$ cat src/rtl/sort_pkg.sv
// Shared types and constants for the frame sorter (fixed 8-element frames).
package sort_pkg;
   localparam int DEPTH       = 8;
   localparam int SORT_CYCLES = 28;
   localparam int CNT_W       = 3;

   typedef enum logic [1:0] {
      IDLE,
      LOAD,
      SORT,
      OUT
   } state_t;
endpackage

$ cat src/rtl/sort_rr_arb.sv
// Two-requester round-robin arbiter; the priority pointer moves past the
// winner whenever the grant-update strobe is pulsed.
module sort_rr_arb (
   input  logic       clk,
   input  logic       resetn,
   input  logic [1:0] req,
   input  logic       upd,
   output logic [1:0] gnt,
   output logic       gnt_idx
);
   logic prio_q, prio_d;

   always_comb begin
      gnt_idx = prio_q;
      if (!req[prio_q]) gnt_idx = ~prio_q;
      gnt    = req[gnt_idx] ? (2'b01 << gnt_idx) : 2'b00;
      prio_d = prio_q;
      if (upd && |req) prio_d = ~gnt_idx;
   end

   always_ff @(posedge clk) begin
      if (!resetn) prio_q <= 1'b0;
      else         prio_q <= prio_d;
   end
endmodule

$ cat src/rtl/sort_sched.sv
// Two-requester frame sorter: load up to 8 elements, bubble-sort one
// compare-exchange per cycle, present largest-first. SORT_EARLY_EXIT_EN ends
// SORT after the first pass without a swap.
module sort_sched
   import sort_pkg::*;
#(
   parameter int BITWIDTH = 3
) (
   input  logic                      clk,
   input  logic                      resetn,
   input  logic [1:0]                req_valid,
   input  logic [2*BITWIDTH-1:0]     req_din,
   input  logic [1:0]                req_last,
   output logic [1:0]                req_ready,
   output logic [DEPTH*BITWIDTH-1:0] dout,
   output logic                      dout_tag,
   output logic                      dout_valid,
   input  logic                      dout_ready,
   output logic                      busy
);
   localparam logic [CNT_W-1:0] LAST_SLOT = CNT_W'(DEPTH - 1);
   localparam logic [4:0]       LAST_CYC  = 5'(SORT_CYCLES - 1);

   state_t                         state_q, state_d;
   logic                           tag_q, tag_d;
   logic [CNT_W-1:0]               cnt_q, cnt_d;
   logic [CNT_W-1:0]               pass_q, pass_d;
   logic [CNT_W-1:0]               idx_q, idx_d, idx_nx;
   logic [4:0]                     cyc_q, cyc_d;
   logic [DEPTH-1:0][BITWIDTH-1:0] mem_q, mem_d;
   logic [BITWIDTH-1:0]            din_sel, cur, nxt;
   logic                           do_swap, pass_end, sort_done;
   logic [1:0]                     gnt;
   logic                           gnt_idx, arb_upd;
`ifdef SORT_EARLY_EXIT_EN
   logic                           swp_q, swp_d;
`endif

   sort_rr_arb u_arb (
      .clk     (clk),
      .resetn  (resetn),
      .req     (req_valid),
      .upd     (arb_upd),
      .gnt     (gnt),
      .gnt_idx (gnt_idx)
   );

   assign din_sel  = tag_q ? req_din[2*BITWIDTH-1 -: BITWIDTH] : req_din[BITWIDTH-1:0];
   assign idx_nx   = idx_q + 3'd1;
   assign cur      = mem_q[idx_q];
   assign nxt      = mem_q[idx_nx];
   assign do_swap  = cur > nxt;
   assign pass_end = (idx_nx == pass_q);

   always_comb begin
      state_d   = state_q;
      tag_d     = tag_q;
      cnt_d     = cnt_q;
      pass_d    = pass_q;
      idx_d     = idx_q;
      cyc_d     = cyc_q;
      mem_d     = mem_q;
      req_ready = 2'b00;
      arb_upd   = 1'b0;
      sort_done = 1'b0;
`ifdef SORT_EARLY_EXIT_EN
      swp_d     = swp_q;
`endif
      case (state_q)
         IDLE: begin
            if (|gnt) begin
               arb_upd = 1'b1;
               tag_d   = gnt_idx;
               mem_d   = '0;
               cnt_d   = '0;
               state_d = LOAD;
            end
         end
         LOAD: begin
            req_ready[tag_q] = 1'b1;
            if (req_valid[tag_q]) begin
               mem_d[cnt_q] = din_sel;
               cnt_d        = cnt_q + 3'd1;
               if (cnt_q == LAST_SLOT || req_last[tag_q]) begin
                  state_d = SORT;
                  pass_d  = LAST_SLOT;
                  idx_d   = '0;
                  cyc_d   = '0;
`ifdef SORT_EARLY_EXIT_EN
                  swp_d   = 1'b0;
`endif
               end
            end
         end
         SORT: begin
            if (do_swap) begin
               mem_d[idx_q]  = nxt;
               mem_d[idx_nx] = cur;
            end
            cyc_d     = cyc_q + 5'd1;
            sort_done = (cyc_q == LAST_CYC);
            if (pass_end) begin
               idx_d  = '0;
               pass_d = pass_q - 3'd1;
            end else begin
               idx_d  = idx_nx;
            end
`ifdef SORT_EARLY_EXIT_EN
            // A pass with no exchange proves the frame is already ordered.
            swp_d = swp_q | do_swap;
            if (pass_end) begin
               if (!(swp_q | do_swap)) sort_done = 1'b1;
               swp_d = 1'b0;
            end
`endif
            if (sort_done) state_d = OUT;
         end
         OUT: begin
            if (dout_ready) state_d = IDLE;
         end
         default: state_d = IDLE;
      endcase
   end

   always_ff @(posedge clk) begin
      if (!resetn) begin
         state_q <= IDLE;
         tag_q   <= 1'b0;
         cnt_q   <= '0;
         pass_q  <= '0;
         idx_q   <= '0;
         cyc_q   <= '0;
         mem_q   <= '0;
`ifdef SORT_EARLY_EXIT_EN
         swp_q   <= 1'b0;
`endif
      end else begin
         state_q <= state_d;
         tag_q   <= tag_d;
         cnt_q   <= cnt_d;
         pass_q  <= pass_d;
         idx_q   <= idx_d;
         cyc_q   <= cyc_d;
         mem_q   <= mem_d;
`ifdef SORT_EARLY_EXIT_EN
         swp_q   <= swp_d;
`endif
      end
   end

   assign busy       = (state_q != IDLE);
   assign dout_valid = (state_q == OUT);
   assign dout_tag   = dout_valid & tag_q;

   // Storage ends ascending, so the largest element sits in the top slot.
   for (genvar k = 0; k < DEPTH; k++) begin : g_dout
      assign dout[k*BITWIDTH +: BITWIDTH] = dout_valid ? mem_q[DEPTH-1-k] : '0;
   end
endmodule

$ cat config.mk
export PLATFORM = sky130hd
export DESIGN_NAME = sort_sched
export DESIGN_NICKNAME = d
export VERILOG_FILES = /design/src/rtl/sort_pkg.sv /design/src/rtl/sort_rr_arb.sv /design/src/rtl/sort_sched.sv
export SDC_FILE = /design/constraint.sdc
export NUM_CORES = 1
export LEC_CHECK = 0
export ABC_AREA = 1
export BUFFER_PORTS_ARGS = -buffer_cell sky130_fd_sc_hd__buf_4
export CELL_PAD_IN_SITES_DETAIL_PLACEMENT = 0
export CELL_PAD_IN_SITES_GLOBAL_PLACEMENT = 1
export CORE_MARGIN = 8
export CORE_UTILIZATION = 37
export CTS_CLUSTER_SIZE = 12
export DETAILED_ROUTE_END_ITERATION = 10
export GPL_TIMING_DRIVEN = 0
export PLACE_DENSITY_LB_ADDON = 0.1
export SETUP_SLACK_MARGIN = 0.1
export SLEW_MARGIN = 20
export SYNTH_ARGS = -nofsm -noshare
export SYNTH_HDL_FRONTEND = slang
export SYNTH_HIERARCHICAL = 1
export SYNTH_SLANG_ARGS = --single-unit
$ cat constraint.sdc
create_clock -name clk -period 2.4 [get_ports clk]
set_input_delay 0.12 -clock clk [delete_from_list [all_inputs] [get_ports clk]]
set_output_delay 0.12 -clock clk [all_outputs]
set_load 0.02 [all_outputs]
==> results of run 1 <==
-- what timing repair did --
item,CTS,global route
gates resized for setup,71,45
endpoints found under the setup margin,24,33
buffers inserted,21,1
pin swaps,23,28
cloned,5,0
-- area by class of cell --
class,count,area share (%)
Buffer,28,4.95
Clock inverter,2,1.07
Multi-Input combinational cell,587,55.8
Tap cell,140,3.13
Timing Repair Buffer,67,10.9
Sequential cell,42,15.1
Inverter,92,6.44
Clock buffer,6,2.48
Timing Repair inverter,1,0.157
-- sequential cells by signal, indices dropped and copies added, names as in the netlist --
register      flops
mem_q            24
tag_q             1
state_q           2
cyc_q             5
u_arb/prio_q      1
idx_q             3
cnt_q             3
pass_q            3
-- stage by stage --
step | cells | util, % | setup TNS (ps) | power [mW] | setup slack [ps]
floorplan | 749 | - | 0 | 2.14 | 63.4
global placement | 930 | 43.0 | -11490 | 2.64 | -518
detailed placement | 930 | 43.0 | -12280 | 2.66 | -560
CTS | 964 | 49.7 | -4220 | 4.14 | -213
global route | 965 | 51.1 | -7240 | 4.51 | -336
finish | 965 | 51.1 | -4990 | 4.29 | -239
-- logic make-up after synthesis --
group           share of synthesized area (%)
simple gates                             45.1
compound gates                           17.2
buf+inv                                  13.0
flops                                    20.2
fa+ha+maj                                3.60
mux                                     0.720
xor+xnor                                0.210
-- per-layer routing --
metal / up-vias / GRT usage, % / part of all wire (%)
met5: - / 0 / 0
met4: 0 / 7.54 / 2.8
met3: 24 / 2.82 / 6.0
met2: 152 / 35.8 / 46
met1: 2349 / 29.5 / 46
li1: 2506 / - / -
-- where the power goes --
group,switching [mW],internal [mW],total (mW)
Sequential,0.0752,0.772,0.848
Combinational,1.51,0.999,2.51
Clock,0.310,0.626,0.936
-- critical path, stage by stage (launching register included) --
cell and delay [ps]:
dfxtp_4 360, buf_12 150, inv_12 80, buf_8 120
nand2_1 50, nand2_1 70, nand2_1 60, nand2_1 70
nand2_1 130, nand2_4 110, inv_1 40, ha_1 280
nand3_1 90, nand2_2 100, nand2_2 90, o311ai_4 140
nor2_8 180, buf_12 130, buf_12 130, nand2_2 60
a21oi_2 110
-- worst max-delay path by stage --
stage | slack [ps] | endpoint | depth (start not counted)
6_report | -240 | mem_q[21] | 20
5_1_grt | -340 | mem_q[9] | 20
4_1_cts | -210 | mem_q[21] | 20
3_5_place_dp | -560 | mem_q[23] | 17
3_3_place_gp | -520 | mem_q[10] | 17
2_1_floorplan | 60 | mem_q[10] | 19
-- cells in the final DEF, fill, tap and decap left out, types with 2 or more instances in the layout --
master	count
nand2_1	305
inv_1	86
buf_4	61
o21ai_0	42
dfxtp_1	40
nand3_1	37
nand2_2	34
a21oi_1	33
a21oi_2	25
nand2_4	22
nor2_1	21
nor3_1	13
ha_1	9
nor3_2	8
clkbuf_1	8
buf_12	8
buf_8	6
o21ai_2	5
o211ai_1	5
o21ai_1	5
clkbuf_16	5
buf_2	4
buf_6	3
or2_2	3
inv_2	3
ha_4	3
buf_16	3
nor3b_1	2
clkbuf_2	2
mux2i_2	2
bufinv_16	2
==> key figures, run 1 <==
Run status
  • Status: finished with violations
  • Failing checks: negative setup slack

Setup path
  • R2R depth: 20
  • Worst r2r dst: mem_q[21]
  • Largest fanout on the critical path: 6
  • Worst Path Required: approximately 2600 ps
  • CP Launch Type: flip-flop
  • Crit path kind: reg2reg
  • Element type at the critical path end: flip-flop
  • Setup slack, reg-to-reg: -240 ps
  • WP data arrival: ~2900 ps
  • Worst Setup SP: idx_q[0]
  • Reg-to-reg startpoint: idx_q[0]

Floorplanning
  • Die X: 122 um
  • I/O Pins: 42
  • Starting density of the core: a little under two fifths
  • Placeable Area: around 11,000 um2
  • Die ar.: about 15,000 um2
  • Die Height: 122 um
  • Cell Rows: 38

Synthesis
  • Seq/Total Area, Yosys: between 20% and 30%
  • Synth async-reset ratio: 0%
  • Synth warn: 6
  • Post-Synthesis Cells: 749
  • #FFs+latches synth: 42
  • Share of the synthesized area in the top cell type: approximately a third
  • Synth cell types: 37
  • Synth area leader: nand2_1
  • Netlist Area Pre-Place: about 4200 um2
  • Average size of a mapped cell: approximately 5.6 um2
  • Post-synth EDFFs: 0
  • Synth top cells by count: nand2_1 (350), inv_1 (88), a21oi_1 (48)
  • Cell with the most instances after synthesis: nand2_1
  • Post-synthesis net count: roughly 770
  • Top cells by area, synth: nand2_1 (31%), dfxtp_1 (20%), inv_1 (7.9%), a21oi_1 (5.8%), o21ai_0 (5.3%)
  • Main flop type after synthesis: dfxtp_1

Cells and area
  • NumNets Final: 849
  • Area occupied by multi-input gates: slightly above 3000 um2
  • ANT cells: 0
  • FILL cells: 1,167
  • Fin area: about 5600 um2
  • Share of layout cells above drive strength 1: around a quarter
  • FF/Latch Area: between 800 and 900 um2
  • Layout area overhead: 34.0%

Clock network
  • Clk root buf: clkbuf_16
  • Reg clk slew, reported paths: around 70 ps
  • Maximum clock insertion buffer count: 2
  • CTS tree: done
  • CTS Sinks: between 40 and 50
  • Latest clock arrival within the worst-skew pair: ~300 ps
  • H-tree levels: 2
  • CTS buffer count: 5
  • Hold_buf cts: 0

STA
  • Worst hold margin: about 120 ps
  • Worst Skew: about 8.0 ps
  • Fmax: approximately 0.38 GHz
  • Slew Viols, Final: 0
  • Worst-Margin Slew: ~1100 ps
  • Max transition margin: between 20% and 30%
  • Final hold vios: 0
  • PnR worst setup slack: -239 ps
  • Min Tclk post-route: around 2600 ps
  • Unrepaired setup endpoints after global routing: true
  • Final period util: 110%
  • Final setup vio count: 24

Route
  • Wirelength per Cell: around 17 um
  • Initial DRC count: 356
  • Vias/cell: 5.21
  • Antenna-violating nets left: 0
  • Post-Route WL: roughly 16 mm
  • Vias after detailed routing: approximately 5,000
  • Initial DRT Pass Iterations: 6
  • # DRC: 0

Power
  • Leak Pwr: 3.05 nW
  • Worst vdd ir: ~450 uV
  • Pwr Density: 767 nW/um2

Hold path
  • Hold_sp: resetn
  • Hold depth: 3
  • Hold Path Sink: u_arb/prio_q
  • Min-delay worst type: in2reg

Placed design
  • PortBufs: 41
  • Placed cell areas: around 4700 um2
  • Hpwl dp: roughly 12 mm
  • RePlAce Congestion: ~0.95

Global routing
  • Tot GR Track Use: 22.1%
  • First-pass GRT wire length: between 20 and 30 mm
  • Total grt overflow: 0
  • Largest net degree at the start of global routing: 14
  • Vias in the first global route: 4,686
  • Initial antenna violation count: 0

Flow run
  • Max-cap violations: 0
Note: power is estimated with default switching activity, not from simulation.
==> inputs of run 2 (changes only) <==
--- a/config.mk
+++ b/config.mk
@@ -5,12 +5,11 @@
 export SDC_FILE = /design/constraint.sdc
 export NUM_CORES = 1
 export LEC_CHECK = 0
-export ABC_AREA = 1
 export BUFFER_PORTS_ARGS = -buffer_cell sky130_fd_sc_hd__buf_4
 export CELL_PAD_IN_SITES_DETAIL_PLACEMENT = 0
 export CELL_PAD_IN_SITES_GLOBAL_PLACEMENT = 1
 export CORE_MARGIN = 8
-export CORE_UTILIZATION = 37
+export CORE_UTILIZATION = 40
 export CTS_CLUSTER_SIZE = 12
 export DETAILED_ROUTE_END_ITERATION = 10
 export GPL_TIMING_DRIVEN = 0
==> run 2 against run 1 <==
Effect of this change:
- largest power group unchanged
- the flow still finishes with violations (negative setup slack)
- total power down 24%
- flip-flop and latch count unchanged
- routed wire length down 19%
- fmax down 10%
==> key figures, run 2 <==
Synthesis
  • Post-Synthesis Cells: 423 (was 749)
  • Synth Area in XOR/XNOR: 2.03% (was 0.210%)
  • Post-synth EDFFs: 0 (unchanged)
  • Adder-cell area share of the yosys netlist: 4.42% (was 3.60%)
  • Synth cell types: 57 (was 37)
  • Simple logic cell fraction of the synthesized area: 23.7% (was 45.1%)
  • Top cells by area, synth: dfxtp_1 (25%), mux4_2 (6.6%), and2_1 (4.8%), ha_1 (4.4%), nand2_1 (4.0%) (was nand2_1 (31%), dfxtp_1 (20%), inv_1 (7.9%), a21oi_1 (5.8%), o21ai_0 (5.3%))
  • Synth top cells by count: dfxtp_1 (42), nand2_1 (36), nor2_1 (33) (was nand2_1 (350), inv_1 (88), a21oi_1 (48))
  • Netlist Area Pre-Place: 3390 um2 (was 4170 um2)
  • Multiplexer share of the synthesized area: 12.5% (was 0.720%)
  • Share of the synthesized area in the top cell type: 24.8% (was 31.5%)
  • Post-synthesis compound-gate area fraction: 26.9% (was 17.2%)
  • Synth area leader: dfxtp_1 (was nand2_1)
  • Main flop type after synthesis: dfxtp_1 (unchanged)
  • Seq/Total Area, Yosys: 24.8% (was 20.2%)
  • Synth async-reset ratio: 0% (unchanged)
  • Largest family of logic cells by synthesized area: compound AO/OA/AOI/OAI gates (was simple AND/OR/NAND/NOR gates)
  • Synth warn: 6 (unchanged)
  • Cell with the most instances after synthesis: dfxtp_1 (was nand2_1)
  • Post-synthesis net count: 448 (was 774)
  • Average size of a mapped cell: 8.02 um2 (was 5.57 um2)
  • #FFs+latches synth: 42 (unchanged)

STA
  • Final hold vios: 0 (unchanged)
  • Unrepaired setup endpoints after global routing: true (unchanged)
  • Fmax: 0.340 GHz (was 0.379 GHz)
  • Slew Viols, Final: 0 (unchanged)
  • Final period util: 122% (was 110%)
  • Worst-Margin Slew: 740 ps (was 1090 ps)
  • Max transition margin: 50.2% (was 27.1%)
  • PnR worst setup slack: -538 ps (was -239 ps)
  • Final setup vio count: 24 (unchanged)
  • Worst Skew: 11.5 ps (was 7.97 ps)
  • Min Tclk post-route: 2940 ps (was 2640 ps)

Setup path
  • Worst Setup SP: idx_q[0] (unchanged)
  • R2R depth: 14 (was 20)
  • CP Launch Type: flip-flop (unchanged)
  • Crit path kind: reg2reg (unchanged)
  • WP data arrival: 3180 ps (was 2860 ps)
  • Worst Path Required: 2650 ps (was 2620 ps)
  • Element type at the critical path end: flip-flop (unchanged)
  • Largest fanout on the critical path: 7 (was 6)
  • Setup slack, reg-to-reg: -540 ps (was -240 ps)
  • Reg-to-reg startpoint: idx_q[0] (unchanged)

Placed design
  • Placed cell areas: 3950 um2 (was 4700 um2)
  • Hpwl dp: 9.70 mm (was 11.6 mm)
  • RePlAce Congestion: 0.960 (was 0.954)
  • Post-place setup slack: -1440 ps (was -560 ps)
  • PortBufs: 41 (unchanged)

Clock network
  • CTS buffer count: 5 (unchanged)
  • H-tree levels: 2 (unchanged)
  • Latest clock arrival within the worst-skew pair: 300 ps (about the same)
  • CTS Sinks: 42 (unchanged)
  • Hold_buf cts: 0 (unchanged)
  • CTS tree: done (unchanged)
  • Maximum clock insertion buffer count: 2 (unchanged)
  • Reg clk slew, reported paths: 90 ps (was 70 ps)
  • Clk root buf: clkbuf_8 (was clkbuf_16)

Global routing
  • Total grt overflow: 0 (unchanged)
  • Tot GR Track Use: 23.0% (was 22.1%)
  • Initial antenna violation count: 0 (unchanged)
  • First-pass GRT wire length: 20.7 mm (was 25.5 mm)
  • Vias in the first global route: 3,533 (was 4,686)
  • Largest net degree at the start of global routing: 13 (was 14)

Floorplanning
  • Die Height: 108 um (was 122 um)
  • Placeable Area: 8220 um2 (was 10,900 um2)
  • Starting density of the core: 41.3% (was 38.1%)
  • Cell Rows: 33 (was 38)
  • Die X: 108 um (was 122 um)
  • I/O Pins: 42 (unchanged)
  • Die ar.: 11,700 um2 (was 14,900 um2)

Run status
  • Status: finished with violations (unchanged)
  • Failing checks: negative setup slack (unchanged)

Route
  • Wirelength per Cell: 22.1 um (was 17.1 um)
  • Initial DRC count: 303 (was 356)
  • Antenna-violating nets left: 0 (unchanged)
  • Initial DRT Pass Iterations: 5 (was 6)
  • # DRC: 0 (unchanged)
  • Vias after detailed routing: 3,754 (was 5,031)
  • Post-Route WL: 13.4 mm (was 16.5 mm)
  • Vias/cell: 6.18 (was 5.21)

Cells and area
  • Layout area overhead: 33.3% (was 34.0%)
  • ANT cells: 0 (unchanged)
  • Most common cell after layout, fill and taps aside: buf_4 (was nand2_1)
  • Top reg by flops: mem_q (unchanged)
  • Share of layout cells above drive strength 1: 30.5% (was 25.5%)
  • Fin area: 4520 um2 (was 5590 um2)
  • Most frequent cells in the layout: buf_4 (66), dfxtp_1 (39), nor2_1 (33) (was nand2_1 (305), inv_1 (86), buf_4 (61))
  • NumNets Final: 526 (was 849)
  • FILL cells: 816 (was 1,167)
  • Max reg flops: 24 (unchanged)
  • Biggest regs: mem_q x24, cyc_q x5 (unchanged)

Power
  • Pwr Density: 719 nW/um2 (was 767 nW/um2)
  • Leak Pwr: 1.71 nW (was 3.05 nW)
  • Worst vdd ir: 440 uV (was 448 uV)

Hold path
  • Min-delay worst type: in2reg (unchanged)
  • Hold depth: 2 (was 3)
  • Hold_sp: resetn (unchanged)

Flow run
  • Max-cap violations: 0 (unchanged)
-- run 2: cell types whose count changed after synthesis, moves of 20 or more --
cell / change
a21oi_1: -26
and2_1: +25
o21ai_0: -20
inv_1: -68
nand3_1: -25
nand2_1: -314
-- run 2: cell type report --
cell class              instances  area (um2)  share of cell area [%]
inverters                      20        75.1                    1.66
flip-flops and latches         42         847                    18.7
well taps                     105         131                    2.90
plain buffers                  27         208                    4.59
repair buffers                 71         564                    12.5
clock inverters                 1        30.0                   0.664
multi-input cells             334        2590                    57.3
clock buffers                   7        76.3                    1.69
-- run 2: kinds of logic after synthesis --
| logic type | Yosys count |
|---|---|
| adders and majority gates | 12 |
| muxes | 29 |
| buffers and inverters | 47 |
| xor gates and xnor gates | 7 |
| AOI/OAI and AO/OA | 130 |
| DFF | 42 |
| and+or+nand+nor | 156 |
-- run 2: worst paths after layout --
kind                                      to
worst max-delay path                mem_q[1]
worst min-delay path            u_arb/prio_q
worst max register to register      mem_q[1]
worst min register to register     pass_q[1]
-- run 2: worst max-delay path, stage by stage, from the launching register on --
cell and delay [ps]:
dfxtp_2 350, ha_4 160, buf_8 130, xnor2_4 230
mux4_2 330, mux2_4 310, inv_2 70, ha_4 190
nand3_2 50, o211ai_1 90, o22ai_2 270, nand4_1 160
buf_6 190, o21bai_4 180, a22o_1 180
-- run 2: repair_timing --
item	CTS	global route
endpoints found under the setup margin	27	39
setup buffers	28	2
pin swaps	9	5
gates resized for setup	45	16
-- run 2: layer usage --
metal	vias to the layer above	track usage, %	wire length (um)	part of all wire, %
li1	1723	-	-	-
met2	174	35.3	5950	44
met4	0	8.52	412	3.1
met5	-	0	0	0
met3	32	5.00	1150	8.6
met1	1825	30.9	5910	44
-- run 2: metrics by stage --
step	std cells	hold slack, ps	setup TNS (ps)	power [mW]	utilization, %
final	607	124	-11860	3.25	55.0
after global placement	569	431	-29580	2.33	48.1
after CTS	605	112	-11110	3.17	54.3
after floorplan	423	258	-8150	1.87	-
after global routing	607	129	-14310	3.43	55.0
after detailed placement	569	431	-29040	2.32	48.1
-- run 2: report_power, final --
part	switching (mW)	internal [mW]
Combinational	1.12	0.733
Sequential	0.0548	0.760
Clock	0.273	0.312
Total	1.45	1.81
